File: src/rtl/conv_pkg.sv
// Shared types and constants for the convolution window sequencer.
// Latency: n/a (package only).
// Backpressure: n/a (package only).
// Contents: FSM state enum, PS/2 make codes for the six recognised keys,
// kernel bank count and small key-decode helpers.
package conv_pkg;

    typedef enum logic [2:0] {
        ST_IDLE,
        ST_LOAD_KER,
        ST_CONV,
        ST_WRITE,
        ST_HOLD
    } state_t;

    // Keys 1/2/3 show the original image; keys Q/W/E select a kernel bank.
    localparam logic [7:0] KEY_ORIG_0 = 8'h16;
    localparam logic [7:0] KEY_ORIG_1 = 8'h1E;
    localparam logic [7:0] KEY_ORIG_2 = 8'h26;
    localparam logic [7:0] KEY_KER0   = 8'h15;
    localparam logic [7:0] KEY_KER1   = 8'h1D;
    localparam logic [7:0] KEY_KER2   = 8'h24;

    localparam int NUM_BANKS = 3;
    localparam int BANK_W    = $clog2(NUM_BANKS);

    function automatic logic key_is_orig(input logic [7:0] key);
        return (key == KEY_ORIG_0) || (key == KEY_ORIG_1) || (key == KEY_ORIG_2);
    endfunction

    function automatic logic key_is_ker(input logic [7:0] key);
        return (key == KEY_KER0) || (key == KEY_KER1) || (key == KEY_KER2);
    endfunction

    function automatic logic [BANK_W-1:0] key_bank(input logic [7:0] key);
        logic [BANK_W-1:0] b;
        case (key)
            KEY_KER1: b = BANK_W'(1);
            KEY_KER2: b = BANK_W'(2);
            default:  b = BANK_W'(0);
        endcase
        return b;
    endfunction

endpackage

File: src/rtl/conv_window_sequencer_if.sv
// Command/kernel/pixel/output bus of the convolution window sequencer.
// Latency: n/a (signal bundle only).
// Backpressure: cmd_valid/cmd_ready handshake; all other strobes are unthrottled.
// master: key decoder / controller side (drives abort and commands).
// slave:  sequencer side (drives cmd_ready and all memory/MAC strobes).
interface conv_window_sequencer_if #(
    parameter int PIX_AW = 12,
    parameter int KER_AW = 5
);
    logic              abort;
    logic              cmd_valid;
    logic [7:0]        cmd_key;
    logic              cmd_ready;
    logic [KER_AW-1:0] ker_addr;
    logic              ker_load;
    logic [5:0]        ker_idx;
    logic [PIX_AW-1:0] pix_addr;
    logic              tap_valid;
    logic              tap_oob;
    logic [5:0]        tap_idx;
    logic              mac_clr;
    logic              out_we;
    logic [PIX_AW-1:0] out_addr;
    logic              show_orig;
    logic              busy;
    logic              done;

    modport master (
        output abort, cmd_valid, cmd_key,
        input  cmd_ready, ker_addr, ker_load, ker_idx, pix_addr, tap_valid,
               tap_oob, tap_idx, mac_clr, out_we, out_addr, show_orig, busy, done
    );

    modport slave (
        input  abort, cmd_valid, cmd_key,
        output cmd_ready, ker_addr, ker_load, ker_idx, pix_addr, tap_valid,
               tap_oob, tap_idx, mac_clr, out_we, out_addr, show_orig, busy, done
    );
endinterface

File: src/rtl/conv_window_counter.sv
// Output-pixel (r,c) and kernel-tap (dy,dx) counters with border detection.
// Latency: combinational from counter state; counters advance on the step inputs.
// Backpressure: none; steps only when told to by the sequencer FSM.
// Ports: rst/clr clear all counters; tap_step advances the tap (wraps after K*K-1);
// pix_step advances the raster position; outputs tap index, sample address,
// out-of-frame flag, raster address and last-tap / last-pixel flags.
module conv_window_counter #(
    parameter int IMG_W  = 64,
    parameter int IMG_H  = 48,
    parameter int K      = 3,
    parameter int PIX_AW = $clog2(IMG_W*IMG_H)
) (
    input  logic              clk,
    input  logic              rst,
    input  logic              clr,
    input  logic              tap_step,
    input  logic              pix_step,
    output logic [5:0]        tap_idx,
    output logic              tap_last,
    output logic              pix_last,
    output logic              tap_oob,
    output logic [PIX_AW-1:0] tap_addr,
    output logic [PIX_AW-1:0] pos_addr
);
    localparam int RW = (IMG_H > 1) ? $clog2(IMG_H) : 1;
    localparam int CW = (IMG_W > 1) ? $clog2(IMG_W) : 1;
    localparam int KW = (K > 1) ? $clog2(K) : 1;
    // Two extra bits: one for the sign, one so r+dy can exceed the frame.
    localparam int SW = PIX_AW + 2;
    localparam logic signed [SW-1:0] H_S    = SW'(IMG_H);
    localparam logic signed [SW-1:0] W_S    = SW'(IMG_W);
    localparam logic signed [SW-1:0] HALF_S = SW'(K/2);

    logic [RW-1:0] r;
    logic [CW-1:0] c;
    logic [KW-1:0] dy;
    logic [KW-1:0] dx;

    logic dx_last;
    logic dy_last;
    logic c_last;
    logic r_last;

    assign dx_last  = (dx == KW'(K-1));
    assign dy_last  = (dy == KW'(K-1));
    assign c_last   = (c == CW'(IMG_W-1));
    assign r_last   = (r == RW'(IMG_H-1));
    assign tap_last = dx_last && dy_last;
    assign pix_last = c_last && r_last;

    always_ff @(posedge clk) begin
        if (rst || clr) begin
            r  <= '0;
            c  <= '0;
            dy <= '0;
            dx <= '0;
        end else begin
            if (tap_step) begin
                if (dx_last) begin
                    dx <= '0;
                    dy <= dy_last ? '0 : dy + 1'b1;
                end else begin
                    dx <= dx + 1'b1;
                end
            end
            if (pix_step) begin
                if (c_last) begin
                    c <= '0;
                    r <= r_last ? '0 : r + 1'b1;
                end else begin
                    c <= c + 1'b1;
                end
            end
        end
    end

    logic signed [SW-1:0] ys;
    logic signed [SW-1:0] xs;

    always_comb begin
        ys = $signed(SW'(r)) + $signed(SW'(dy)) - HALF_S;
        xs = $signed(SW'(c)) + $signed(SW'(dx)) - HALF_S;
    end

    assign tap_oob  = ys[SW-1] || (ys >= H_S) || xs[SW-1] || (xs >= W_S);
    assign tap_addr = tap_oob ? '0 : (ys[PIX_AW-1:0] * PIX_AW'(IMG_W) + xs[PIX_AW-1:0]);
    assign tap_idx  = 6'(dy) * 6'(K) + 6'(dx);
    assign pos_addr = PIX_AW'(r) * PIX_AW'(IMG_W) + PIX_AW'(c);

endmodule

File: src/rtl/conv_window_sequencer.sv
// Key-driven kernel loader and K*K window address sequencer for image convolution.
// Latency: key accept to first out_we = 2*K*K+2 cycles; memory strobes trail addresses by 1.
// Backpressure: cmd_ready only in IDLE/HOLD (dropped by rst/abort); downstream never stalls.
// Ports: clk, rst (sync, active-high); bus (slave) carries abort, the command
// handshake, kernel ROM address/load strobe, pixel address/tap strobes, MAC
// clear, output write strobe/address, show_orig, busy and done.
module conv_window_sequencer
    import conv_pkg::*;
#(
    parameter int IMG_W  = 64,
    parameter int IMG_H  = 48,
    parameter int K      = 3,
    parameter int PIX_AW = $clog2(IMG_W*IMG_H),
    parameter int KER_AW = $clog2(3*K*K)
) (
    input logic                   clk,
    input logic                   rst,
    conv_window_sequencer_if.slave bus
);
    state_t            state;
    logic [BANK_W-1:0] bank;
    logic              show_orig_q;

    // Address-issue signals delayed one cycle to line up with memory read data.
    logic              ker_load_q;
    logic [5:0]        ker_idx_q;
    logic              tap_valid_q;
    logic              tap_oob_q;
    logic [5:0]        tap_idx_q;
    logic              mac_clr_q;
    logic              out_we_q;
    logic [PIX_AW-1:0] out_addr_q;
    logic              done_q;

    logic              kill;
    logic              cmd_ready;
    logic              ker_start;

    logic [5:0]        tap_idx;
    logic              tap_last;
    logic              pix_last;
    logic              tap_oob;
    logic [PIX_AW-1:0] tap_addr;
    logic [PIX_AW-1:0] pos_addr;

    assign kill      = rst || bus.abort;
    assign cmd_ready = ((state == ST_IDLE) || (state == ST_HOLD)) && !kill;
    assign ker_start = cmd_ready && bus.cmd_valid && key_is_ker(bus.cmd_key);

    conv_window_counter #(
        .IMG_W  (IMG_W),
        .IMG_H  (IMG_H),
        .K      (K),
        .PIX_AW (PIX_AW)
    ) u_cnt (
        .clk      (clk),
        .rst      (kill),
        .clr      (ker_start),
        .tap_step ((state == ST_LOAD_KER) || (state == ST_CONV)),
        .pix_step ((state == ST_WRITE) && !pix_last),
        .tap_idx  (tap_idx),
        .tap_last (tap_last),
        .pix_last (pix_last),
        .tap_oob  (tap_oob),
        .tap_addr (tap_addr),
        .pos_addr (pos_addr)
    );

    always_ff @(posedge clk) begin
        if (kill) begin
            state       <= ST_IDLE;
            bank        <= '0;
            show_orig_q <= 1'b0;
            ker_load_q  <= 1'b0;
            ker_idx_q   <= '0;
            tap_valid_q <= 1'b0;
            tap_oob_q   <= 1'b0;
            tap_idx_q   <= '0;
            mac_clr_q   <= 1'b0;
            out_we_q    <= 1'b0;
            out_addr_q  <= '0;
            done_q      <= 1'b0;
        end else begin
            ker_load_q  <= (state == ST_LOAD_KER);
            ker_idx_q   <= (state == ST_LOAD_KER) ? tap_idx : '0;
            tap_valid_q <= (state == ST_CONV);
            tap_oob_q   <= (state == ST_CONV) && tap_oob;
            tap_idx_q   <= (state == ST_CONV) ? tap_idx : '0;
            mac_clr_q   <= (state == ST_CONV) && (tap_idx == 6'd0);
            // The write lands one cycle after WRITE so the MAC has taken the last tap.
            out_we_q    <= (state == ST_WRITE);
            done_q      <= (state == ST_WRITE) && pix_last;
            if (state == ST_WRITE) begin
                out_addr_q <= pos_addr;
            end

            case (state)
                ST_IDLE, ST_HOLD: begin
                    if (bus.cmd_valid) begin
                        if (key_is_orig(bus.cmd_key)) begin
                            show_orig_q <= 1'b1;
                            state       <= ST_HOLD;
                        end else if (key_is_ker(bus.cmd_key)) begin
                            bank        <= key_bank(bus.cmd_key);
                            show_orig_q <= 1'b0;
                            state       <= ST_LOAD_KER;
                        end
                    end
                end
                ST_LOAD_KER: if (tap_last) state <= ST_CONV;
                ST_CONV:     if (tap_last) state <= ST_WRITE;
                ST_WRITE:    state <= pix_last ? ST_HOLD : ST_CONV;
                default:     state <= ST_IDLE;
            endcase
        end
    end

    assign bus.cmd_ready = cmd_ready;
    assign bus.ker_addr  = (state == ST_LOAD_KER)
                         ? (KER_AW'(bank) * KER_AW'(K*K) + KER_AW'(tap_idx)) : '0;
    assign bus.pix_addr  = (state == ST_CONV) ? tap_addr : '0;
    assign bus.ker_load  = ker_load_q;
    assign bus.ker_idx   = ker_idx_q;
    assign bus.tap_valid = tap_valid_q;
    assign bus.tap_oob   = tap_oob_q;
    assign bus.tap_idx   = tap_idx_q;
    assign bus.mac_clr   = mac_clr_q;
    assign bus.out_we    = out_we_q;
    assign bus.out_addr  = out_addr_q;
    assign bus.show_orig = show_orig_q;
    assign bus.busy      = (state == ST_LOAD_KER) || (state == ST_CONV) || (state == ST_WRITE);
    assign bus.done      = done_q;

endmodule

File: src/flat_wrapper.sv
// flat-port wrapper written by rule: the top's interface ports become plain ports
module conv_window_sequencer_flat import conv_pkg::*;
#(
    parameter int IMG_W  = 64,
    parameter int IMG_H  = 48,
    parameter int K      = 3,
    parameter int PIX_AW = $clog2(IMG_W*IMG_H),
    parameter int KER_AW = $clog2(3*K*K)
)
  (clk, rst, bus_abort, bus_cmd_valid, bus_cmd_key, bus_cmd_ready, bus_ker_addr, bus_ker_load, bus_ker_idx, bus_pix_addr, bus_tap_valid, bus_tap_oob, bus_tap_idx, bus_mac_clr, bus_out_we, bus_out_addr, bus_show_orig, bus_busy, bus_done);
  conv_window_sequencer_if #(.PIX_AW(PIX_AW), .KER_AW(KER_AW)) bus_i ();
  input logic clk;
  input logic rst;
  input wire logic [$bits(bus_i.abort)-1:0] bus_abort;
  input wire logic [$bits(bus_i.cmd_valid)-1:0] bus_cmd_valid;
  input wire logic [$bits(bus_i.cmd_key)-1:0] bus_cmd_key;
  output wire logic [$bits(bus_i.cmd_ready)-1:0] bus_cmd_ready;
  output wire logic [$bits(bus_i.ker_addr)-1:0] bus_ker_addr;
  output wire logic [$bits(bus_i.ker_load)-1:0] bus_ker_load;
  output wire logic [$bits(bus_i.ker_idx)-1:0] bus_ker_idx;
  output wire logic [$bits(bus_i.pix_addr)-1:0] bus_pix_addr;
  output wire logic [$bits(bus_i.tap_valid)-1:0] bus_tap_valid;
  output wire logic [$bits(bus_i.tap_oob)-1:0] bus_tap_oob;
  output wire logic [$bits(bus_i.tap_idx)-1:0] bus_tap_idx;
  output wire logic [$bits(bus_i.mac_clr)-1:0] bus_mac_clr;
  output wire logic [$bits(bus_i.out_we)-1:0] bus_out_we;
  output wire logic [$bits(bus_i.out_addr)-1:0] bus_out_addr;
  output wire logic [$bits(bus_i.show_orig)-1:0] bus_show_orig;
  output wire logic [$bits(bus_i.busy)-1:0] bus_busy;
  output wire logic [$bits(bus_i.done)-1:0] bus_done;
  assign bus_i.abort = bus_abort;
  assign bus_i.cmd_valid = bus_cmd_valid;
  assign bus_i.cmd_key = bus_cmd_key;
  assign bus_cmd_ready = bus_i.cmd_ready;
  assign bus_ker_addr = bus_i.ker_addr;
  assign bus_ker_load = bus_i.ker_load;
  assign bus_ker_idx = bus_i.ker_idx;
  assign bus_pix_addr = bus_i.pix_addr;
  assign bus_tap_valid = bus_i.tap_valid;
  assign bus_tap_oob = bus_i.tap_oob;
  assign bus_tap_idx = bus_i.tap_idx;
  assign bus_mac_clr = bus_i.mac_clr;
  assign bus_out_we = bus_i.out_we;
  assign bus_out_addr = bus_i.out_addr;
  assign bus_show_orig = bus_i.show_orig;
  assign bus_busy = bus_i.busy;
  assign bus_done = bus_i.done;
  conv_window_sequencer #(.IMG_W(IMG_W), .IMG_H(IMG_H), .K(K), .PIX_AW(PIX_AW), .KER_AW(KER_AW)) u_core (.clk(clk), .rst(rst), .bus(bus_i));
endmodule
File: config.mk
export PLATFORM = sky130hd
export DESIGN_NAME = conv_window_sequencer_flat
export DESIGN_NICKNAME = d
export VERILOG_FILES = /design/src/rtl/conv_pkg.sv /design/src/rtl/conv_window_sequencer_if.sv /design/src/rtl/conv_window_counter.sv /design/src/rtl/conv_window_sequencer.sv /design/src/flat_wrapper.sv
export SDC_FILE = /design/constraint.sdc
export NUM_CORES = 1
export LEC_CHECK = 0
export ABC_CLOCK_PERIOD_IN_PS = 3900
export CAP_MARGIN = 5
export CORE_AREA = 5 5 91 93
export DETAILED_ROUTE_END_ITERATION = 12
export DIE_AREA = 0 0 96 98
export PLACE_DENSITY_LB_ADDON = 0.25
export SETUP_SLACK_MARGIN = 0.05
export SYNTH_ARGS = -nofsm -noshare
export SYNTH_HDL_FRONTEND = slang
export SYNTH_SLANG_ARGS = --single-unit
File: constraint.sdc
create_clock -name clk -period 3.9 [get_ports clk]
set_input_delay 1.17 -clock clk [delete_from_list [all_inputs] [get_ports clk]]
set_output_delay 1.17 -clock clk [all_outputs]
set_load 0.02 [all_outputs]
==> summary.txt, run 1 <==
number of global-route vias before repair = 2974
most frequent cells in the layout = 83 x buf_4, 43 x nand2_1, 42 x dfxtp_1
Antenna Nets Post-Route = 0
worst skew pair latency = 0.30 ns
Max Clock Freq = 226 MHz
layout cells sized above 1 = 31.1%
Final WS setup = -0.518 ns
DRC = 0
via count = 2887
all-layer global routing usage = 17.6%
clk buf depth = 2
post-synthesis async set-or-reset flop share = 0%
Reg clk slew, reported paths = 0.09 ns
worst r2r dst = u_core.bus.tap_oob
final slew viol count = 0
FF+latch count, synth = 48
outcome = finished, violations left
slew margin rel. = 53.0%
CTS root buffer = clkbuf_8
Synth Area per Inst = 8.60 um2
r2r setup slk = 1.35 ns
Iter 0 DRT Violations = 62
Max VDD drop = 184 uV
Post-Synth Adder-Cell Area = 19.4%
Setup violations, final = 15
die area = 9410 um2
top_reg_cell synth = dfxtp_1
area occupied by multi-input gates = 2180 um2
Power Total = 0.841 mW
Pwr Density = 180 nW/um2
drt first pass iters = 4
Leak = 2.08 nW
Startpoint Class = flop
end point of the critical path = bus_pix_addr[10]
Tcrit/Tclk final = 113%
Placement Rows = 32
initial antenna violation count = 0
H-tree depth = 2
Area contributors post-synth = dfxtp_1 30%, ha_1 16%, nand2_1 5.2%
net switching power = 0.191 mW
largest net degree at the start of global routing = 20
pre-CTS setup slack = -0.770 ns
first-pass GRT wire length = 13600 um
CTS tree = done
EDFF count, synth = 0
Sw Share = 22.7%
post-layout util = 62.6%
R2R cell count = 13
Tmin final = 4.42 ns
worst clock skew = 0.00878 ns
Worst EP required = 2.73 ns
Initial Utilization = 43.1%
Routed WL per cell = 12.8 um
Die Width = 96 um
Mapped Area = 3210 um2
die span in y = 98 um
crit path capture type = output pin
worst hold-check path type = reg2reg
yosys warns = 0
post-DR vias/cell = 4.76
Core Region = 7450 um2
synthesis-to-finish area growth = 45.5%
Antenna Cells = 0
hpwl dp = 5920 um
most common cell after layout, fill and taps aside = buf_4
WL final = 7760 um
Synth Area in XOR/XNOR = 5.66%
Routability Congestion = 0.804
post-route cell area = 4660 um2
largest family of logic cells by synthesized area = simple AND/OR/NAND/NOR gates
RSZ-0062 raised after global routing = yes
Least-Margin Pin Slew = 0.704 ns
Arr. time, crit path = 3.25 ns
Crit Path Class = reg2out
Gate power share = 4.4%
Seq/Total Area, Yosys = 30.0%
GR Overflow Total = 0
simple-gate portion of the synthesized area = 24.4%
TritonCTS buffer count = 5
cell area after placement = 4430 um2
post-synth top area cell = dfxtp_1
input/output buffers = 57
Synth Area in Compound Gates = 11.5%
nets = 562
Mapped Cells = 373
clock power share = 37.3%
failing checks = setup timing
RR Startpoint = u_core.u_cnt.c[1]
sequential cell area = 968 um2
post-synth top area share = 30.0%
multiplexer share of the synthesized area = 1.87%
crit-path max FO = 2
Critical path origin = u_core.u_cnt.c[1]
Boundary Pins = 62
clock sinks = 48
part of the power in registers = 58.3%
Max-cap violations = 0
Pint = 0.650 mW
fillers = 690
Hold Vio Cnt, Final = 0
post-synthesis cell type count = 50
==> per-stage QoR <==
stage	hold WS [ns]	instances	TNS, ns
4_1_cts	0.463	604	-3.77
2_1_floorplan	0.455	376	-0.442
3_3_place_gp	0.443	588	-5.09
5_1_grt	0.489	607	-7.56
3_5_place_dp	0.449	588	-5.89
6_report	0.461	607	-5.19
==> power by group through the flow <==
| stage | registers (mW) | clock network [mW] | logic [mW] |
|---|---|---|---|
| 2_1_floorplan | 0.501 | 0 | 0.0210 |
| 3_3_place_gp | 0.501 | 0 | 0.0362 |
| 3_5_place_dp | 0.501 | 0 | 0.0369 |
| 4_1_cts | 0.490 | 0.323 | 0.0370 |
| 5_1_grt | 0.490 | 0.344 | 0.0402 |
| 6_report | 0.490 | 0.314 | 0.0370 |
==> cell type report <==
type | instances | share of cell area [%]
timing repair buffer | 135 | 24.6
clock inverter | 2 | 0.322
inverter | 37 | 3.08
sequential | 48 | 20.8
tap | 102 | 2.74
clock buffer | 6 | 1.77
multi-input combinational | 277 | 46.7
==> routing by layer <==
| metal | routed length, um | track usage, % |
|---|---|---|
| met1 | 3700 | 23.0 |
| met2 | 3780 | 30.4 |
| met3 | 183 | 2.00 |
| met4 | 93 | 4.60 |
| met5 | 0 | 0 |
==> sequential cells by signal (all words and copies together), names as in the netlist <==
name                  flops
u_core.bank               2
u_core.bus.done           1
u_core.bus.ker_idx        4
u_core.bus.ker_load       1
u_core.bus.mac_clr        1
u_core.bus.out_addr      12
u_core.bus.out_we         1
u_core.bus.show_orig      1
u_core.bus.tap_idx        4
u_core.bus.tap_oob        1
u_core.bus.tap_valid      1
u_core.state              3
u_core.u_cnt.c            6
u_core.u_cnt.dx           2
u_core.u_cnt.dy           2
u_core.u_cnt.r            6
==> critical path, cell delays in order, from the launching register on <==
cell,delay (ns)
dfxtp_2,0.34
inv_2,0.08
ha_4,0.13
inv_1,0.04
ha_1,0.30
a211o_1,0.27
a2111o_1,0.41
o311ai_4,0.11
ha_2,0.23
inv_2,0.04
fa_2,0.34
inv_2,0.05
a21o_1,0.12
a21oi_2,0.06
xor2_1,0.14
nor3_2,0.14
buf_4,0.16
==> Yosys cell counts (4+ instances only) <==
master	n
a21oi_1	28
and2_1	4
and3_1	6
and3b_1	5
buf_4	8
clkbuf_1	4
dfxtp_1	48
fa_1	6
ha_1	40
inv_1	37
mux2i_1	6
nand2_1	44
nand3_1	10
nor2_1	35
nor2b_1	5
nor3_1	17
nor3b_1	6
o21ai_0	4
xnor2_1	12
xor2_1	6
==> worst min path at each step <==
stage,from,to,slack [ns],cells past startpoint
floorplan,u_core.u_cnt.c[1],u_core.bus.out_addr[1],0.46,2
global placement,u_core.bus.out_addr[1],u_core.bus.out_addr[1],0.44,2
detailed placement,u_core.bus.out_addr[1],u_core.bus.out_addr[1],0.45,2
CTS,u_core.bus.out_addr[8],u_core.bus.out_addr[8],0.46,2
global route,u_core.bus.out_addr[7],u_core.bus.out_addr[7],0.49,2
finish,u_core.bus.out_addr[8],u_core.bus.out_addr[8],0.46,2
==> cell families (layout without fill, tap and decap cells) <==
group,after synthesis,after routing
flops,48,48
compound gates,54,54
xor+xnor,19,19
buf+inv,51,180
fa+ha+maj,46,46
mux,6,6
other cells,1,4
simple gates,148,148
==> repair_timing <==
| item | CTS | global route |
|---|---|---|
| setup endpoints to repair | 16 | 17 |
| pin swaps | 11 | 11 |
| hold buffers | 0 | 0 |
| resized for setup | 88 | 8 |
| buffers inserted | 8 | 3 |
(Power assumes the default switching activity.)
==> inputs of run 2 (changes only) <==
--- a/config.mk
+++ b/config.mk
@@ -9,5 +9,5 @@
 export CAP_MARGIN = 5
-export CORE_AREA = 5 5 91 93
+export CORE_AREA = 2 2 88 90
 export DETAILED_ROUTE_END_ITERATION = 12
-export DIE_AREA = 0 0 96 98
+export DIE_AREA = 0 0 90 92
 export PLACE_DENSITY_LB_ADDON = 0.25
==> constraint.sdc (replaced) <==
create_clock -name clk -period 3.9 [get_ports clk]
set_input_delay 0.78 -clock clk [delete_from_list [all_inputs] [get_ports clk]]
set_output_delay 0.78 -clock clk [all_outputs]
set_load 0.02 [all_outputs]
==> summary.txt, run 2 (synthesis results as in run 1) <==
Iter 0 DRT Violations = 80 (+29%)
area occupied by multi-input gates = 2150 um2 (-1.2%)
Core Region = 7450 um2 (unchanged)
Max Clock Freq = 236 MHz (+4.3%)
all-layer global routing usage = 17.3% (-0.33 points)
part of the power in registers = 54.5% (-3.8 points)
Arr. time, crit path = 3.46 ns (+0.21 ns)
initial antenna violation count = 0 (unchanged)
Routability Congestion = 0.773 (-3.9%)
failing checks = setup timing
clock power share = 41.5% (+4.2 points)
final slew viol count = 0 (unchanged)
Placement Rows = 32 (unchanged)
Sw Share = 22.2% (-0.46 points)
GR Overflow Total = 0 (unchanged)
Antenna Nets Post-Route = 0 (unchanged)
via count = 2776 (-3.8%)
Hold Vio Cnt, Final = 0 (unchanged)
Boundary Pins = 62 (unchanged)
WL final = 7150 um (-7.9%)
hold_ws = 0.461 ns (+0.000444 ns)
Crit Path Class = reg2out
TritonCTS buffer count = 5 (unchanged)
die area = 8280 um2 (-12%)
cell area after placement = 4130 um2 (-6.8%)
Reg clk slew, reported paths = 0.10 ns (about the same)
most frequent cells in the layout = 52 x buf_4, 46 x dfxtp_1, 44 x nand2_1
Die Width = 90 um (-6.3%)
largest net degree at the start of global routing = 21 (+5.0%)
Max VDD drop = 173 uV (-5.8%)
setup TNS = -1.18 ns (+4.01 ns)
post-DR vias/cell = 4.79 (+0.81%)
first-pass GRT wire length = 11900 um (-12%)
sequential cell area = 963 um2 (-0.52%)
Tmin final = 4.24 ns (-0.181 ns)
CTS tree = done
number of global-route vias before repair = 2587 (-13%)
Post-CTS Hold Buffers = 0 (unchanged)
Power Total = 0.899 mW (+7.0%)
worst clock skew = 0.00843 ns (-0.000352 ns)
most common cell after layout, fill and taps aside = buf_4
synthesis-to-finish area growth = 37.1%
Startpoint Class = flop
outcome = finished, violations left
Pint = 0.699 mW (+7.6%)
Setup violations, final = 5 (-10)
Routed WL per cell = 12.3 um (-3.4%)
Least-Margin Pin Slew = 0.684 ns (-0.0197 ns)
CTS root buffer = clkbuf_8
Leak = 1.96 nW (-5.8%)
crit path capture type = output pin
post-route cell area = 4400 um2 (-5.7%)
DRC = 0 (unchanged)
H-tree depth = 2 (unchanged)
Max-cap violations = 0 (unchanged)
layout cells sized above 1 = 23.5% (-7.6 points)
Final WS setup = -0.338 ns (+0.181 ns)
worst hold-check path type = reg2reg
RSZ-0062 raised after global routing = yes
input/output buffers = 57 (unchanged)
die span in y = 92 um (-6.1%)
net switching power = 0.200 mW (+4.8%)
Initial Utilization = 43.1% (unchanged)
drt first pass iters = 4 (unchanged)
Pwr Density = 204 nW/um2 (+13%)
Gate power share = 4.0% (-0.4 points)
Largest register FFs = 12 (unchanged)
Tcrit/Tclk final = 109% (-4.6 points)
crit-path max FO = 2 (unchanged)
nets = 534 (-5.0%)
clk buf depth = 2 (unchanged)
worst skew pair latency = 0.31 ns (about the same)
Antenna Cells = 0 (unchanged)
slew margin rel. = 54.2% (+1.2 points)
fillers = 681 (-1.3%)
clock sinks = 48 (unchanged)
Worst EP required = 3.12 ns (+0.39 ns)
hpwl dp = 5310 um (-10%)
run 2: layout make-up:
| class | instances | share of cell area (%) |
|---|---|---|
| multi-input combinational | 277 | 48.9 |
| tap | 102 | 2.90 |
| sequential | 48 | 21.9 |
| inverter | 37 | 3.16 |
| clock buffer | 5 | 1.56 |
| timing repair buffer | 107 | 20.5 |
| clock inverter | 3 | 1.05 |
run 2: timing repair:
item | CTS | global route
gates resized for setup | 70 | 27
pin swaps | 18 | 13
setup endpoints to repair | 15 | 15
buffers inserted | 8 | 4
run 2: power by group through the flow:
| stage | logic, mW | clock network, mW | registers (mW) |
|---|---|---|---|
| floorplan | 0.0208 | 0 | 0.501 |
| global placement | 0.0354 | 0 | 0.501 |
| global route | 0.0397 | 0.402 | 0.490 |
| finish | 0.0364 | 0.373 | 0.490 |
| detailed placement | 0.0359 | 0 | 0.501 |
| CTS | 0.0364 | 0.383 | 0.490 |
run 2: path summary, 6_finish.rpt:
| path | depth (start not counted) | slack [ns] | start | endpoint |
|---|---|---|---|---|
| worst max-delay path | 17 | -0.34 | u_core.u_cnt.dx[1] | bus_pix_addr[11] |
| worst min-delay path | 2 | 0.46 | u_core.bus.out_addr[7] | u_core.bus.out_addr[7] |
| worst max register to register | 14 | 1.36 | u_core.u_cnt.dx[1] | u_core.bus.tap_oob |
| worst min register to register | 2 | 0.46 | u_core.bus.out_addr[7] | u_core.bus.out_addr[7] |
run 2: stage by stage:
step	setup WS, ns	instances	util, %
after floorplan	-0.0293	376	-
after global routing	-0.468	579	59.1
after global placement	-0.371	560	55.5
final	-0.338	579	59.1
after CTS	-0.340	575	58.9
after detailed placement	-0.539	560	55.5
run 2: per-layer routing:
metal | up-vias | track usage, % | part of all wire (%)
li1 | 1458 | - | -
met1 | 1262 | 23.3 | 49
met2 | 46 | 28.3 | 46
met3 | 10 | 3.20 | 2.7
met4 | 0 | 5.38 | 1.7
met5 | - | 0 | 0
run 2: critical path, stage by stage, from the launching register on:
cell	delay [ns]
dfxtp_2	0.35
inv_2	0.05
ha_4	0.25
inv_2	0.03
ha_4	0.15
buf_6	0.11
a211o_1	0.31
a2111o_1	0.46
o311ai_4	0.10
ha_2	0.24
buf_4	0.11
buf_6	0.08
a21o_1	0.11
a21oi_2	0.06
o21ai_1	0.17
xor3_1	0.27
nor3_2	0.11
buf_4	0.16
